### config.mk
export PLATFORM = sky130hd
export DESIGN_NAME = gpi_conditioner
export DESIGN_NICKNAME = d
export VERILOG_FILES = /design/src/rtl/proc_io_pkg.sv /design/src/rtl/gpi_debounce_bit.sv /design/src/rtl/gpi_conditioner.sv
export SDC_FILE = /design/constraint.sdc
export NUM_CORES = 1
export LEC_CHECK = 0
export ABC_CLOCK_PERIOD_IN_PS = 1450
export CAP_MARGIN = 20
export CORE_ASPECT_RATIO = 1.4
export CORE_MARGIN = 2
export CORE_UTILIZATION = 39
export CTS_CLUSTER_DIAMETER = 200
export DETAILED_ROUTE_END_ITERATION = 10
export MAX_ROUTING_LAYER = met4
export PLACE_DENSITY = 0.62
export RECOVER_POWER = 50
export SETUP_SLACK_MARGIN = 0.1
export SLEW_MARGIN = 10
export SYNTH_ARGS = -nofsm -noshare
export SYNTH_HDL_FRONTEND = slang
export SYNTH_SLANG_ARGS = --single-unit
### constraint.sdc
create_clock -name clk -period 1.45 [get_ports clk]
set_input_delay 0.2175 -clock clk [delete_from_list [all_inputs] [get_ports clk]]
set_output_delay 0.2175 -clock clk [all_outputs]
set_load 0.03 [all_outputs]
### src/rtl/proc_io_pkg.sv
// Shared constants and types for the processor I/O front-end blocks.
// DEBOUNCE_HW is 1 ms at the 50 MHz board clock.
package proc_io_pkg;

  localparam int GPIO_W       = 8;
  localparam int DEBOUNCE_SIM = 4;
  localparam int DEBOUNCE_HW  = 50_000;

  typedef enum logic {
    DB_STABLE  = 1'b0,
    DB_PENDING = 1'b1
  } db_state_e;

  // Counter must hold values 0 .. cycles-1 without ever wrapping.
  function automatic int cnt_width(input int cycles);
    return $clog2(cycles + 1);
  endfunction

endpackage

### src/rtl/gpi_debounce_bit.sv
// One input bit: 2-flop synchroniser, debounce counter, accepted level and edge strobes.
module gpi_debounce_bit
  import proc_io_pkg::*;
#(
  parameter int DEBOUNCE_CYCLES = 16
) (
  input  logic clk,
  input  logic rst_n,
  input  logic pin_i,
  output logic level_o,
  output logic rise_o,
  output logic fall_o,
  output logic rise_nxt_o
);

  localparam int                CNT_W    = cnt_width(DEBOUNCE_CYCLES);
  localparam logic [CNT_W-1:0]  CNT_LAST = CNT_W'(DEBOUNCE_CYCLES - 1);

  logic             s1_q, s2_q;
  logic             level_q, level_d;
  logic             rise_q, rise_d;
  logic             fall_q, fall_d;
  logic [CNT_W-1:0] cnt_q, cnt_d;
  db_state_e        state_s;

  // A bounce back to the accepted level drops the count with no partial credit.
  always_comb begin
    level_d = level_q;
    cnt_d   = {CNT_W{1'b0}};
    rise_d  = 1'b0;
    fall_d  = 1'b0;
    state_s = (s2_q != level_q) ? DB_PENDING : DB_STABLE;
    case (state_s)
      DB_STABLE: begin
        cnt_d = {CNT_W{1'b0}};
      end
      DB_PENDING: begin
        if (cnt_q == CNT_LAST) begin
          level_d = s2_q;
          rise_d  = s2_q;
          fall_d  = ~s2_q;
        end else begin
          cnt_d = cnt_q + CNT_W'(1);
        end
      end
      default: begin
        cnt_d = {CNT_W{1'b0}};
      end
    endcase
  end

  always_ff @(posedge clk or negedge rst_n) begin
    if (!rst_n) begin
      s1_q    <= 1'b0;
      s2_q    <= 1'b0;
      level_q <= 1'b0;
      cnt_q   <= {CNT_W{1'b0}};
      rise_q  <= 1'b0;
      fall_q  <= 1'b0;
    end else begin
      s1_q    <= pin_i;
      s2_q    <= s1_q;
      level_q <= level_d;
      cnt_q   <= cnt_d;
      rise_q  <= rise_d;
      fall_q  <= fall_d;
    end
  end

  assign level_o    = level_q;
  assign rise_o     = rise_q;
  assign fall_o     = fall_q;
  assign rise_nxt_o = rise_d;

endmodule

### src/rtl/gpi_conditioner.sv
// Debounced GPI front-end: per-bit conditioning plus sticky rise-event flags for polling software.
module gpi_conditioner
  import proc_io_pkg::*;
#(
  parameter int WIDTH           = GPIO_W,
  parameter int DEBOUNCE_CYCLES = 16
) (
  input  logic             clk,
  input  logic             rst_n,
  input  logic [WIDTH-1:0] pin_in,
  input  logic [WIDTH-1:0] ev_ack,
  output logic [WIDTH-1:0] gpi,
  output logic [WIDTH-1:0] rise,
  output logic [WIDTH-1:0] fall,
  output logic [WIDTH-1:0] ev_pending
);

  logic [WIDTH-1:0] rise_nxt_s;
  logic [WIDTH-1:0] ev_pending_d, ev_pending_q;

  for (genvar i = 0; i < WIDTH; i++) begin : g_bit
    gpi_debounce_bit #(
      .DEBOUNCE_CYCLES(DEBOUNCE_CYCLES)
    ) u_bit (
      .clk       (clk),
      .rst_n     (rst_n),
      .pin_i     (pin_in[i]),
      .level_o   (gpi[i]),
      .rise_o    (rise[i]),
      .fall_o    (fall[i]),
      .rise_nxt_o(rise_nxt_s[i])
    );
  end

  // A rise in the same cycle as an ack keeps the flag set.
  always_comb begin
    ev_pending_d = rise_nxt_s | (ev_pending_q & ~ev_ack);
  end

  always_ff @(posedge clk or negedge rst_n) begin
    if (!rst_n) begin
      ev_pending_q <= {WIDTH{1'b0}};
    end else begin
      ev_pending_q <= ev_pending_d;
    end
  end

  assign ev_pending = ev_pending_q;

endmodule

Word-level counts from Yosys, hierarchy flattened
Index checks and enable logic that the tools add are counted.

operators by class
  muxes and demuxes = 56
  equal/unequal tests = 16
  add/sub/neg operators = 8
  reduce and logical (&&, ||, !) cells = 8
  bitwise operators = 19

operator list
  operator               count
  $pmux W5 S2            8
  $add A5 B1 Y5 const B  8
  $eq A5 B4 Y1 const B   8
  $mux W1                40
  $mux W5                8
  $not A1 Y1             16
  $reduce_and A2 Y1      8
  $and A8 B8 Y8          1
  $ne A1 B1 Y1           8
  $not A8 Y8             1
  $or A8 B8 Y8           1

word-level totals
  input port bits = 18
  output and inout port bits = 32
  flip-flop bits (word level) = 88
  word-level logic and storage cells = 156

Depth between registers and ports, before layout
Gate-level depths: netlist of run 1.

  depth in word-level cells = 4
  mapped depth = 4

Cells and area by module
Synthesis of run 1 repeated with hierarchy kept, for this count alone.

unflattened totals
  cell total of the unflattened synthesis = 232
  area, all modules = 3283.1 sq um

modules (own cells, without submodules)
  module            seq. area each (sq um)  times used  cells each  area each (sq um)
  gpi_debounce_bit  250.2                   8           26          374.1
  gpi_conditioner   200.2                   1           24          290.3

Least setup slack after synthesis of run 1
Ideal clock, no wire load.

  kind = flip-flop to flip-flop
  start = register g_bit[7].u_bit.cnt_q[0]
  end = register g_bit[7].u_bit.level_q
  setup slack = 0.244 ns
  stages on the path, launching flop included = 4
  arrival = 1.081 ns
  cell sequence = dfrtp_1 -> ha_1 -> nand4b_2 -> mux2_2

between the ends
  longest elaborated chain between the ends = 2

ends and longest elaborated chain
  item                                RTL line                RTL
  start: declaration                  gpi_debounce_bit.sv:23  logic [CNT_W-1:0] cnt_q, cnt_d;
  start signal: assignment            gpi_debounce_bit.sv:57  cnt_q <= {CNT_W{1'b0}};
  start signal: assignment            gpi_debounce_bit.sv:64  cnt_q <= cnt_d;
  $eq A5 B4 Y1                        gpi_debounce_bit.sv:38  if (cnt_q == CNT_LAST) begin
  $reduce_and A2 Y1 (no source line)  -
  end signal: assignment              gpi_debounce_bit.sv:63  level_q <= level_d;
  end: declaration                    gpi_debounce_bit.sv:20  logic level_q, level_d;

Every way passes these cells.
A chain may end at the register's enable or synchronous reset.

Final worst setup path of run 1
  start = register ev_pending_q[6], in the netlist ev_pending[6]
  end = output port ev_pending[6]

RTL lines
  item                      RTL line               RTL
  start: declaration        gpi_conditioner.sv:19  logic [WIDTH-1:0] ev_pending_d, ev_pending_q;
  start signal: assignment  gpi_conditioner.sv:42  ev_pending_q <= {WIDTH{1'b0}};
  start signal: assignment  gpi_conditioner.sv:44  ev_pending_q <= ev_pending_d;
  end: declaration          gpi_conditioner.sv:15  output logic [WIDTH-1:0] ev_pending

No word-level cell between the ends.

==> results of run 1 <==
[metal layers]
metal	vias up	global-route usage (%)	part of all wire (%)	wire length, um
met5	-	-	0	0
met4	0	6.452	1.9	95
met3	8	3.180	4.7	236
met2	37	17.94	51	2518
met1	948	13.09	43	2127
li1	916	-	-	-
[registers in the layout (all words and copies together) (netlist names)]
| signal | flops |
|---|---|
| g_bit.u_bit.level_o | 8 |
| g_bit.u_bit.cnt_q | 40 |
| g_bit.u_bit.rise_o | 8 |
| g_bit.u_bit.s2_q | 8 |
| ev_pending | 8 |
| g_bit.u_bit.s1_q | 8 |
| g_bit.u_bit.fall_o | 8 |
[cell type report]
type                       instances  area (sq um)  area share, %
inverter                           8         30.03         0.7038
timing repair buffer              54         493.0          11.55
sequential                        88          2202          51.61
clock buffer                       9         225.2          5.279
tap                              107         133.9          3.138
clock inverter                     7         72.57          1.701
multi-input combinational        136          1110          26.01
[final timing paths]
| path | startpoint | depth (start not counted) | to | slack (ns) |
|---|---|---|---|---|
| worst min-delay path | g_bit[4].u_bit.s1_q | 0 | g_bit[4].u_bit.s2_q | 0.35 |
| max in group asynchronous | rst_n | 3 | g_bit[3].u_bit.level_o | 0.31 |
| worst max register to register | g_bit[7].u_bit.cnt_q[0] | 3 | g_bit[7].u_bit.level_o | 0.17 |
| worst max-delay path | ev_pending[6] | 1 | ev_pending[6] | 0.15 |
| worst min register to register | g_bit[4].u_bit.s1_q | 0 | g_bit[4].u_bit.s2_q | 0.35 |
| min in group asynchronous | rst_n | 3 | g_bit[6].u_bit.level_o | 0.59 |
[through the flow]
stage	total power [mW]	instance area, sq um	utilization [%]	hold slack [ns]	setup slack [ns]
finish	5.050	4267	48.08	0.3476	0.1460
global route	5.265	4267	48.08	0.3554	0.1005
CTS	5.155	4284	48.27	0.3046	0.04492
detailed placement	2.871	4006	45.14	0.2953	0.1299
global placement	2.860	4006	45.14	0.2923	0.1446
floorplan	2.736	3522	-	-0.07809	0.2441
[cells by family after synthesis]
family,after synthesis,share of synthesized area [%]
fa+ha+maj,8,2.842
xor+xnor,24,5.968
compound gates,16,3.126
flops,88,62.52
mux,8,2.558
buf+inv,32,5.968
simple gates,80,17.02
[cell usage after synthesis]
cell / n / share of area (%)
nor3b_2: 8 / 2.8
nand4b_4: 6 / 4.0
xor2_1: 24 / 6.0
nor3b_1: 8 / 1.7
a31oi_1: 8 / 1.4
a21o_1: 8 / 1.7
nand4b_2: 2 / 0.85
inv_1: 8 / 0.85
buf_4: 24 / 5.1
nand3_1: 8 / 1.1
ha_1: 8 / 2.8
nor2_1: 16 / 1.7
and2_1: 9 / 1.6
and3_1: 2 / 0.36
and3_2: 5 / 1.1
mux2_2: 8 / 2.6
dfrtp_1: 88 / 63
nand2_1: 16 / 1.7
[timing repair]
item	CTS	global route
resized for setup	40	5
setup endpoints to repair	32	3
hold buffers	1	0
endpoints found under the hold margin	88	0
[power by group]
group          total (mW)  switching, mW  internal [mW]  leakage (nW)
Sequential           2.60         0.0657           2.53          1.17
Clock                2.24          0.910           1.33         0.130
Combinational       0.213          0.110          0.102          1.19
==> summary.md, run 1 <==
| Metric | Value |
|---|---|
| Status | finished, final reports clean |
| Unrepaired setup endpoints after global routing | false |
| I/O Pins | 50 |
| TritonCTS Buffers | 9 |
| CTS clk-pin slew, worst paths | ~0.060 ns |
| Setup tns final | 0 ns |
| Antenna cells | 0 |
| Hold Vio Cnt, Final | 0 |
| Delay-heaviest family, CP | buffers and inverters |
| Fin. max-slew vios | 0 |
| GR Overflow Total | 0 |
| PwrDens | 1184 nW/um^2 |
| Fin nets | 323 |
| Final wirelength | 4977 um |
| HPWL after DPL | between 3000 and 4000 um |
| Crit path max fanout | 2 |
| Slowest cell on crit path | dlygate4sd2_1 |
| Syn_area_per_cell | 13.76 sq um |
| FMAX | roughly 0.77 GHz |
| Max IR drop VDD | roughly 0.84 mV |
| Post-CTS setup buffers | 0 |
| Worst-margin pin slew | slightly below 0.8 ns |
| Number of cell rows | 41 |
| Placed Cells | a little under 400 |
| Cell breakdown of the critical path | dlygate4sd2_1 |
| Crit path buf inv count | 1 |
| 1st-iter DRT viols | between 80 and 90 |
| Routed Antenna Nets | 0 |
| Worst clock skew | 0.006560 ns |
| Vias in the first global route | 1934 |
| Period utilisation layout | 89.93% |
| Worst skew pair latency | between 0.3 and 0.4 ns |
| CP startpoint kind | flop |
| WS Path Type | reg -> out |
| Maximum clock path buffer count | 2 |
| First-pass GRT wire length | ~8600 um |
| CP max stage delay | around 0.4 ns |
| Port bufs | 49 |
| CP Data Required Time | approximately 1.2 ns |
| Non-Filler Instances | around 410 |
| # DRC | 0 |
| Share of cells above drive strength 1 | ~18% |
| Total track usage | approximately 11% |
| Wire per inst | about 12 um |
| Initial antenna violation count | 0 |
| Floorplan core area | slightly below 9000 sq um |
| Die width | about 84 um |
| Root buffer cell | clkbuf_16 |
| Worst Setup End Kind | output port |
| Cells after Synth | approximately 260 |
| Min-Delay Path Class | reg -> reg |
| Largest net degree at the start of global routing | a little under 90 |
| Max_slew headroom | between 40% and 50% |
| Synth warn | 0 |
| Syn_nets | approximately 280 |
| Initial core utilization | about 40% |
| # setup viols final | 0 |
| Cell variety after synth | 18 |
| Die ar. | 9818 sq um |
| Layout fillers | about 810 |
| GPL Wtd Cong | approximately 0.7 |
| Mapped Area | roughly 3500 sq um |
| TritonCTS clock tree | done |
| H-Tree Depth | 3 |
| Via Count | ~1.9k |
| Yosys reg bits | 88 |
| Final min period | around 1.3 ns |
| Die Ht | 116.4 um |
| Crit path DAT | about 1.1 ns |
| Vias per cell | between 4 and 5 |
| Commonest non-fill, non-tap cell in the layout | dfrtp_1 |
| Area Growth Syn to Fin | 21.14% |
| Post-synthesis sequential area ratio | 62.52% |
| Total of max-cap violations | 0 |
| Most frequent cells in the layout | 88 x dfrtp_1, 26 x dlygate4sd2_1, 24 x xor2_1 |
| Drt pass-1 iters | 3 |
| Leakage power | 2.496 nW |
| Sink Count | 88 |
Note: power is estimated with default switching activity, not from simulation.
==> run 2, diff against run 1 <==
Settings changed: CTS_CLUSTER_DIAMETER 200 to not set, GPL_TIMING_DRIVEN set to 1, HOLD_SLACK_MARGIN set to 0.1.
==> results of run 2 <==
Final layout, timing and power as in run 1 (identical DEF).
==> run 3, diff against run 2 <==
Settings changed: ABC_CLOCK_PERIOD_IN_PS 1450 to 1550, CORE_MARGIN 2 to 5.
Clock period 1.45 ns to 1.55 ns, I/O delays scaled along.
==> run 3 against run 2 <==
Global-route usage is 0.32 points lower. Sequential power shrank 7%. Sequential share of layout area up 0.27 points. Critical endpoint is now gpi[5]. Largest cell class unchanged.
==> summary.md, run 3 (same netlist as run 1, synthesis figures left out) <==
| Metric | Value |
|---|---|
| Status | finished, final reports clean |
| Port bufs | 49 |
| Routed Antenna Nets | 0 |
| Total of max-cap violations | 0 |
| HPWL after DPL | 3682 um |
| Post-CTS setup buffers | 0 |
| Maximum clock path buffer count | 2 |
| 1st-iter DRT viols | 41 |
| Antenna cells | 0 |
| Final wirelength | roughly 5400 um |
| Commonest non-fill, non-tap cell in the layout | dfrtp_1 |
| Largest net degree at the start of global routing | between 70 and 80 |
| H-Tree Depth | 3 |
| Fin nets | 320 |
| CP Data Required Time | roughly 1.3 ns |
| FF-to-FF path depth | 3 |
| Floorplan core area | just under 9000 sq um |
| Worst clock skew | 0.002889 ns |
| Max reg flops | 40 |
| TritonCTS clock tree | done |
| Initial antenna violation count | 0 |
| Delay-heaviest family, CP | flip-flops |
| Share of cells above drive strength 1 | approximately 15% |
| Setup tns final | 0 ns |
| Worst Setup Slack, final | about 0.16 ns |
| Worst skew pair latency | 0.33 ns |
| Vias per cell | 4.684 |
| First-pass GRT wire length | around 9300 um |
| Via Count | approximately 1.9k |
| FMAX | slightly above 0.7 GHz |
| Final Util | between 40% and 50% |
| Most flops, register | g_bit.u_bit.cnt_q |
| Crit path max fanout | 5 |
| Multi-input gate area in the final layout | between 1000 and 1500 sq um |
| PwrDens | about 1100 nW/um^2 |
| Wire per inst | about 13 um |
| Storage element area | around 2200 sq um |
| Fin. max-slew vios | 0 |
| # DRC | 0 |
| CTS clk-pin slew, worst paths | approximately 0.06 ns |
| CP startpoint kind | flop |
| Min-Delay Path Class | in -> async |
| Unrepaired setup endpoints after global routing | false |
| Drt pass-1 iters | 4 |
| Area Growth Syn to Fin | 20.50% |
| Vias in the first global route | approximately 2k |
| Worst path depth | 1 |
| GR Overflow Total | 0 |
| Most frequent cells in the layout | 88 x dfrtp_1, 27 x dlygate4sd2_1, 24 x xor2_1 |
| Hold Vio Cnt, Final | 0 |
| Cell breakdown of the critical path | dlygate4sd2_1 |
| Leakage power | ~2.5 nW |
| Layout fillers | 809 |
| CP max stage delay | between 0.4 and 0.5 ns |
| Crit path DAT | roughly 1.2 ns |
| WS Path Type | reg -> out |
| Die Ht | between 100 and 150 um |
| # setup viols final | 0 |
| Die ar. | ~11000 sq um |
| FF-to-FF setup slack | 0.27 ns |
| Slowest cell on crit path | dfrtp_1 |
| Period utilisation layout | 89.99% |
| I/O Pins | 50 |
| Worst-margin pin slew | just under 0.7 ns |
| TritonCTS Buffers | 9 |
| Crit path buf inv count | 1 |
| Max IR drop VDD | roughly 0.61 mV |
| Initial core utilization | between 30% and 40% |
| Worst Setup End Kind | output port |
| Sink Count | ~90 |
| Number of cell rows | a little over 40 |
| Die width | between 90 and 100 um |
| Root buffer cell | clkbuf_16 |
| Max_slew headroom | between 50% and 60% |
| GPL Wtd Cong | around 0.74 |
| Total track usage | 11.05% |
| Final min period | ~1.4 ns |
| Dpl ws | between 0.15 and 0.2 ns |
[run 3: cell count changes in the layout (fill, tap and decap cells not counted), sizes merged]
cell,change
buf,-3
bufinv,-1
clkbuf,+2
clkdlybuf4s15,+1
clkinvlp,-4
dlygate4sd2,+1
[run 3: per-stage QoR]
step / instances / power, mW / hold slack, ns / instance area, sq um
after global placement: 389 / 2.677 / 0.08966 / 3984
after floorplan: 256 / 2.559 / -0.06309 / 3522
after detailed placement: 389 / 2.690 / 0.09213 / 3984
final: 405 / 4.700 / 0.2852 / 4244
after CTS: 405 / 4.800 / 0.2789 / 4247
after global routing: 405 / 4.935 / 0.3109 / 4244
[run 3: layer usage]
layer,track usage (%),vias up,wire length [um]
met1,12.27,941,2205
met4,8.380,0,180
met2,17.72,32,2817
li1,-,913,-
met5,-,-,0
met3,2.023,11,157
[run 3: report_power, final]
group          total (mW)  leakage (nW)  switching [mW]  internal [mW]
sequential           2.43          1.17          0.0622           2.37
clock                2.07         0.144           0.818           1.25
combinational       0.201          1.18           0.105         0.0954
[run 3: area by class of cell]
cell class	instances	area share [%]
multi-input cells	136	26.15
clock buffers	13	6.604
inverters	8	0.7075
flip-flops and latches	88	51.89
well taps	107	3.154
repair buffers	51	11.20
clock inverters	2	0.2948
[run 3: repair_timing]
| item | 4_1_cts | 5_1_grt |
|---|---|---|
| endpoints found under the setup margin | 32 | 5 |
| gates resized for setup | 32 | 5 |
| hold endpoints to repair | 64 | 0 |
| hold buffers | 1 | 0 |
[run 3: path summary, 6_finish.rpt]
path                                          end               startpoint
max                                        gpi[5]   g_bit[5].u_bit.level_o
min reg2reg                   g_bit[4].u_bit.s2_q      g_bit[4].u_bit.s1_q
max in group asynchronous   g_bit[5].u_bit.fall_o                    rst_n
max reg2reg                g_bit[7].u_bit.level_o  g_bit[7].u_bit.cnt_q[0]
min in group clk              g_bit[4].u_bit.s2_q      g_bit[4].u_bit.s1_q
min                         g_bit[0].u_bit.fall_o                    rst_n
